## config.mk

```make
export PLATFORM = sky130hd
export DESIGN_NAME = ksa_flat
export DESIGN_NICKNAME = d
export VERILOG_FILES = /design/src/rtl/ksa_if.sv /design/src/rtl/ksa.sv /design/src/flat_wrapper.sv
export SDC_FILE = /design/constraint.sdc
export NUM_CORES = 1
export LEC_CHECK = 0
export CAP_MARGIN = 30
export CORE_ASPECT_RATIO = 0.75
export CORE_MARGIN = 10
export CORE_UTILIZATION = 45
export DETAILED_ROUTE_END_ITERATION = 8
export DONT_BUFFER_PORTS = 1
export PLACE_DENSITY = 0.65
export SYNTH_ARGS = -nofsm -noshare
export SYNTH_HDL_FRONTEND = slang
export SYNTH_SLANG_ARGS = --single-unit
```

## constraint.sdc

```tcl
create_clock -name clk -period 6.6 [get_ports clk]
set_input_delay 1.32 -clock clk [delete_from_list [all_inputs] [get_ports clk]]
set_output_delay 1.32 -clock clk [all_outputs]
set_load 0.02 [all_outputs]
```

## src/rtl/ksa_if.sv

```systemverilog
// Handshake and S RAM port bundle shared between the RC4 key-scheduling stage and its environment.
// The slave side is the ksa stage; the master side is the controller plus the S RAM.
interface ksa_if #(
    parameter int KEY_BYTES = 3
);
    logic                   en;
    logic                   rdy;
    logic [8*KEY_BYTES-1:0] key;
    logic [7:0]             s_addr;
    logic [7:0]             s_rddata;
    logic [7:0]             s_wrdata;
    logic                   s_wren;

    modport master (
        output en,
        output key,
        output s_rddata,
        input  rdy,
        input  s_addr,
        input  s_wrdata,
        input  s_wren
    );

    modport slave (
        input  en,
        input  key,
        input  s_rddata,
        output rdy,
        output s_addr,
        output s_wrdata,
        output s_wren
    );
endinterface

```

## src/rtl/ksa.sv

```systemverilog
// RC4 key-scheduling stage: permutes the S RAM in place using the latched key, six cycles
// per byte (read S[i], add, read S[j], capture, write S[i], write S[j]).
module ksa #(
    parameter int KEY_BYTES = 3
) (
    input  logic  clk,
    input  logic  rst,
    ksa_if.slave  bus
);
    localparam int KEY_W  = 8 * KEY_BYTES;
    localparam int KIDX_W = (KEY_BYTES > 1) ? $clog2(KEY_BYTES) : 1;

    typedef enum logic [2:0] {
        IDLE  = 3'd0,
        RD_I  = 3'd1,
        CALC  = 3'd2,
        RD_J  = 3'd3,
        LAT_J = 3'd4,
        WR_I  = 3'd5,
        WR_J  = 3'd6
    } state_t;

    state_t              state_r;
    state_t              state_next_s;
    logic [7:0]          i_r;
    logic [7:0]          i_next_s;
    logic [7:0]          j_r;
    logic [7:0]          j_next_s;
    logic [KIDX_W-1:0]   kidx_r;
    logic [KIDX_W-1:0]   kidx_next_s;
    logic [KEY_W-1:0]    key_r;
    logic [KEY_W-1:0]    key_next_s;
    logic [7:0]          si_r;
    logic [7:0]          si_next_s;
    logic                rdy_r;
    logic                rdy_next_s;
    logic [7:0]          addr_r;
    logic [7:0]          addr_next_s;
    logic [7:0]          wrdata_r;
    logic [7:0]          wrdata_next_s;
    logic                wren_r;
    logic                wren_next_s;

    // Byte 0 is the most significant key byte.
    function automatic logic [7:0] key_byte(input logic [KEY_W-1:0] k,
                                            input logic [KIDX_W-1:0] idx);
        logic [7:0] b;
        b = k[KEY_W-1 -: 8];
        for (int n = 0; n < KEY_BYTES; n++) begin
            if (idx == KIDX_W'(n)) begin
                b = k[8*(KEY_BYTES-n)-1 -: 8];
            end
        end
        return b;
    endfunction

    // Next-state and next-output logic. RAM-port outputs are registered, so each state
    // loads the values the following state must present on the port.
    always_comb begin
        state_next_s  = state_r;
        i_next_s      = i_r;
        j_next_s      = j_r;
        kidx_next_s   = kidx_r;
        key_next_s    = key_r;
        si_next_s     = si_r;
        rdy_next_s    = 1'b0;
        addr_next_s   = addr_r;
        wrdata_next_s = wrdata_r;
        wren_next_s   = 1'b0;

        case (state_r)
            IDLE: begin
                if (bus.en && rdy_r) begin
                    key_next_s   = bus.key;
                    i_next_s     = 8'h00;
                    j_next_s     = 8'h00;
                    kidx_next_s  = {KIDX_W{1'b0}};
                    addr_next_s  = 8'h00;
                    rdy_next_s   = 1'b0;
                    state_next_s = RD_I;
                end else begin
                    rdy_next_s   = 1'b1;
                end
            end
            RD_I: begin
                state_next_s = CALC;
            end
            CALC: begin
                // S[i] arrives now; the new j is also the address RD_J must present.
                si_next_s    = bus.s_rddata;
                j_next_s     = j_r + bus.s_rddata + key_byte(key_r, kidx_r);
                addr_next_s  = j_next_s;
                state_next_s = RD_J;
            end
            RD_J: begin
                state_next_s = LAT_J;
            end
            LAT_J: begin
                // S[j] goes straight into the write-data register used by WR_I.
                addr_next_s   = i_r;
                wrdata_next_s = bus.s_rddata;
                wren_next_s   = 1'b1;
                state_next_s  = WR_I;
            end
            WR_I: begin
                addr_next_s   = j_r;
                wrdata_next_s = si_r;
                wren_next_s   = 1'b1;
                state_next_s  = WR_J;
            end
            WR_J: begin
                // rdy stays low for the first IDLE cycle so a held en cannot restart early.
                if (i_r == 8'hFF) begin
                    state_next_s = IDLE;
                end else begin
                    i_next_s     = i_r + 8'd1;
                    addr_next_s  = i_r + 8'd1;
                    if (kidx_r == KIDX_W'(KEY_BYTES - 1)) begin
                        kidx_next_s = {KIDX_W{1'b0}};
                    end else begin
                        kidx_next_s = kidx_r + {{(KIDX_W-1){1'b0}}, 1'b1};
                    end
                    state_next_s = RD_I;
                end
            end
            default: begin
                rdy_next_s   = 1'b1;
                state_next_s = IDLE;
            end
        endcase
    end

    // State, datapath and RAM-port output registers.
    always_ff @(posedge clk) begin
        if (rst) begin
            state_r  <= IDLE;
            i_r      <= 8'h00;
            j_r      <= 8'h00;
            kidx_r   <= {KIDX_W{1'b0}};
            key_r    <= {KEY_W{1'b0}};
            si_r     <= 8'h00;
            rdy_r    <= 1'b1;
            addr_r   <= 8'h00;
            wrdata_r <= 8'h00;
            wren_r   <= 1'b0;
        end else begin
            state_r  <= state_next_s;
            i_r      <= i_next_s;
            j_r      <= j_next_s;
            kidx_r   <= kidx_next_s;
            key_r    <= key_next_s;
            si_r     <= si_next_s;
            rdy_r    <= rdy_next_s;
            addr_r   <= addr_next_s;
            wrdata_r <= wrdata_next_s;
            wren_r   <= wren_next_s;
        end
    end

    assign bus.rdy      = rdy_r;
    assign bus.s_addr   = addr_r;
    assign bus.s_wrdata = wrdata_r;
    assign bus.s_wren   = wren_r;
endmodule

```

## src/flat_wrapper.sv

```systemverilog
// flat-port wrapper written by rule: the top's interface ports become plain ports
module ksa_flat 
#(
    parameter int KEY_BYTES = 3
)
  (clk, rst, bus_en, bus_key, bus_s_rddata, bus_rdy, bus_s_addr, bus_s_wrdata, bus_s_wren);
  ksa_if #(.KEY_BYTES(KEY_BYTES)) bus_i ();
  input  logic clk;
  input  logic rst;
  input wire logic [$bits(bus_i.en)-1:0] bus_en;
  input wire logic [$bits(bus_i.key)-1:0] bus_key;
  input wire logic [$bits(bus_i.s_rddata)-1:0] bus_s_rddata;
  output wire logic [$bits(bus_i.rdy)-1:0] bus_rdy;
  output wire logic [$bits(bus_i.s_addr)-1:0] bus_s_addr;
  output wire logic [$bits(bus_i.s_wrdata)-1:0] bus_s_wrdata;
  output wire logic [$bits(bus_i.s_wren)-1:0] bus_s_wren;
  assign bus_i.en = bus_en;
  assign bus_i.key = bus_key;
  assign bus_i.s_rddata = bus_s_rddata;
  assign bus_rdy = bus_i.rdy;
  assign bus_s_addr = bus_i.s_addr;
  assign bus_s_wrdata = bus_i.s_wrdata;
  assign bus_s_wren = bus_i.s_wren;
  ksa #(.KEY_BYTES(KEY_BYTES)) u_core (.clk(clk), .rst(rst), .bus(bus_i));
endmodule
```

==> impl_results.md <==
- RSZ-0062 raised after global routing: false
- Crit-path max cell delay: 0.90 ns
- Initial Util: 0.459
- Worst EP required: ~7 ns
- Leakage Power: 1.45 nW
- CP Launch Type: register
- Initial antenna violation count: 0
- Total power: 1.76 mW
- # setup viols final: 0
- Netlist Area Pre-Place: 3850 µm²
- Final ANT Viol Nets: 0
- Share of synthesized registers carrying an async set or reset: 0
- Drt first pass iters: 4
- Pwr Density: 423 nW/µm²
- Yosys warnings: 0
- WP buf/inv: 1
- Slowest-stage cell, CP: dfxtp_1
- H-tree levels: 3
- Status: finished clean
- CTS hold repair buffers: 0
- Worst r2r path cells: 10
- Max Clk Rate: 290 MHz
- All-Layer GR Usage: 0.152
- Fin. max-slew vios: 0
- Peak VDD IR: 0.000281 V
- Worst setup EP type: register
- Crit-path cells: mux2_2 > o21ai_0 > fa_1 > inv_1 > ha_1 > nor2b_1 > o31a_1 > a211oi_1 > a21oi_2 > a211oi_2
- Slew margin rel.: 0.368
- Critical path arrival: 3.71 ns
- Drt wl/cell: between 15 and 20 µm
- Vias in the first global route: 3036
- Post-synth EDFFs: 0
- Net load switching power: 0.674 mW
- CTS resizes: 0
- Cell row count: 29
- CP max FO: 20
- Drt total wl: 9.40 mm
- Syn Nets: approximately 520
- Setup_tns: 0 ns
- Nets: 507
- Clock group share of total power: 0.300
- GPL Wtd Cong: 0.865
- Most frequent cells in the layout: nand2_1 (93), dfxtp_1 (71), a21oi_1 (53)
- Ant diodes: 0
- Period minus WS final: 3.45 ns
- Synthesized area per cell: around 8 µm²
- Layout area overhead: 7.93%
- Combinational power share: 0.353
- Levels on crit path: 10
- Worst hold path depth: 2
- HP Class: reg2reg
- Via count: 3180
- Grt ovf: 0
- Die Span X: 127 µm
- Share of cells above drive strength 1: 0.0759
- Critical path's top delay family: compound AO/OA/AOI/OAI gates
- CTS tree: built
- Final period utilization: 0.522
- Clock Tree Buf Depth: 2
- CP Class: reg2reg
- Number of DRC markers in iteration 0: 215
- Area of the die: 12700 µm²
- Post-CTS setup buffer count: 0
- Pint: 1.08 mW
- Later-pin clock latency in the skew report: between 0.3 and 0.4 ns
- DRC viols: 0
- Placeable Area: 8380 µm²
- Max-cap violations: 0
- # clock sinks: between 70 and 80
- First-pass GRT wire length: 15.6 mm
- Vias per inst: 5.59
- Clock Root Buffer: clkbuf_16
- I/O Buffers: 0
- Unique masters post-synth: 52
- Sequential-to-total area share from yosys stat: 0.369
- Ys flop type: dfxtp_1
- Reg clk slew, reported paths: approximately 0.050 ns
- Switch share: 0.384
- Die height: 100 µm
- Seq pwr share: 0.347
- Cts bufs inserted: 9
- Most common cell after layout, fill and taps aside: nand2_1
- Layout Skew: 0.00744 ns
- Dpl hpwl: just under 7 mm
- Largest net degree at the start of global routing: 73
- Fin. Hold Viols: 0
- Mapped Cells: 472
- Worst-margin pin slew: approximately 0.94 ns
- Seq cells post-synth: 71
- Boundary Pins: 53
## worst reg2reg max path: stages, from the launching register on
cell and delay (ns):
dfxtp_1 0.90, mux2_2 0.42, o21ai_0 0.20, fa_1 0.44
inv_1 0.07, ha_1 0.27, nor2b_1 0.16, o31a_1 0.26
a211oi_1 0.37, a21oi_2 0.06, a211oi_2 0.21
## cells in the mapped netlist, types with 5 or more instances
cell	number	share of area
fa_1	8	0.042
a22oi_1	7	0.014
nor2_1	39	0.038
o22ai_1	5	0.0081
nand3_1	7	0.0091
buf_6	5	0.015
a21oi_1	53	0.069
inv_1	29	0.028
o21ai_0	14	0.018
mux2i_1	28	0.073
nor3_1	7	0.0091
dfxtp_1	71	0.37
clkbuf_1	11	0.011
a311oi_1	5	0.011
a211oi_1	12	0.023
nand2_1	93	0.091
buf_2	8	0.010
ha_1	8	0.026
mux2_2	6	0.018
## registers in the layout, indices dropped and copies added (netlist names), 2 cells and up
| register | count |
|---|---|
| u_core.kidx_r | 2 |
| u_core.bus.s_addr | 8 |
| u_core.key_r | 24 |
| u_core.state_r | 3 |
| u_core.bus.s_wrdata | 8 |
| u_core.i_r | 8 |
| u_core.j_r | 8 |
| u_core.si_r | 8 |
## routing by layer
metal | global-route usage | up-vias | part of all wire
met3 | 0.0674 | 14 | 0.094
met4 | 0.0585 | 0 | 0.017
li1 | - | 1596 | -
met1 | 0.198 | 1487 | 0.47
met2 | 0.216 | 83 | 0.42
met5 | 0 | - | 0
## final timing paths
path / slack, ns / to / startpoint
max: 3.15 / u_core.bus.s_addr[5]$_SDFFE_PP0P_ / u_core.kidx_r[1]$_SDFFE_PP0P_
min: 0.45 / u_core.key_r[13]$_SDFFE_PP0P_ / u_core.key_r[13]$_SDFFE_PP0P_
max reg2reg: 3.15 / u_core.bus.s_addr[5]$_SDFFE_PP0P_ / u_core.kidx_r[1]$_SDFFE_PP0P_
min reg2reg: 0.45 / u_core.key_r[13]$_SDFFE_PP0P_ / u_core.key_r[13]$_SDFFE_PP0P_
## power by group through the flow
| stage | clock, mW | combinational, mW | sequential, mW |
|---|---|---|---|
| 3_3_place_gp | 0 | 0.605 | 0.617 |
| 4_1_cts | 0.536 | 0.620 | 0.610 |
| 5_1_grt | 0.553 | 0.710 | 0.623 |
| 3_5_place_dp | 0 | 0.616 | 0.618 |
| 6_report | 0.527 | 0.619 | 0.609 |
| 2_1_floorplan | 0 | 0.537 | 0.581 |
## area by class of cell
cell class | count | area (µm²)
Tap cell | 108 | 135
Clock buffer | 11 | 243
Timing Repair Buffer | 2 | 15.0
Inverter | 30 | 113
Multi-Input combinational cell | 342 | 2150
Sequential cell | 71 | 1420
Clock inverter | 5 | 81.3
Fill cell | 819 | 4230
## cells by family after synthesis
family / Yosys count / share of synthesized area
adder cells (fa/ha/maj): 16 / 0.0676
AO/OA/AOI/OAI: 117 / 0.194
flip-flops: 71 / 0.369
multiplexers: 34 / 0.0904
buffers and inverters: 59 / 0.0738
XOR/XNOR: 8 / 0.0182
AND/OR/NAND/NOR: 167 / 0.187
## metrics by stage
step	worst slack (ns)	cell area, µm²	hold WS [ns]	cells	utilization
3_3_place_gp	3.25	3830	0.436	553	0.457
4_1_cts	3.16	4150	0.449	569	0.496
2_1_floorplan	3.33	3850	0.433	472	-
3_5_place_dp	3.18	3830	0.442	553	0.457
6_report	3.15	4150	0.448	569	0.496
5_1_grt	2.83	4150	0.467	569	0.496
Power figures use the tool's default switching activity.
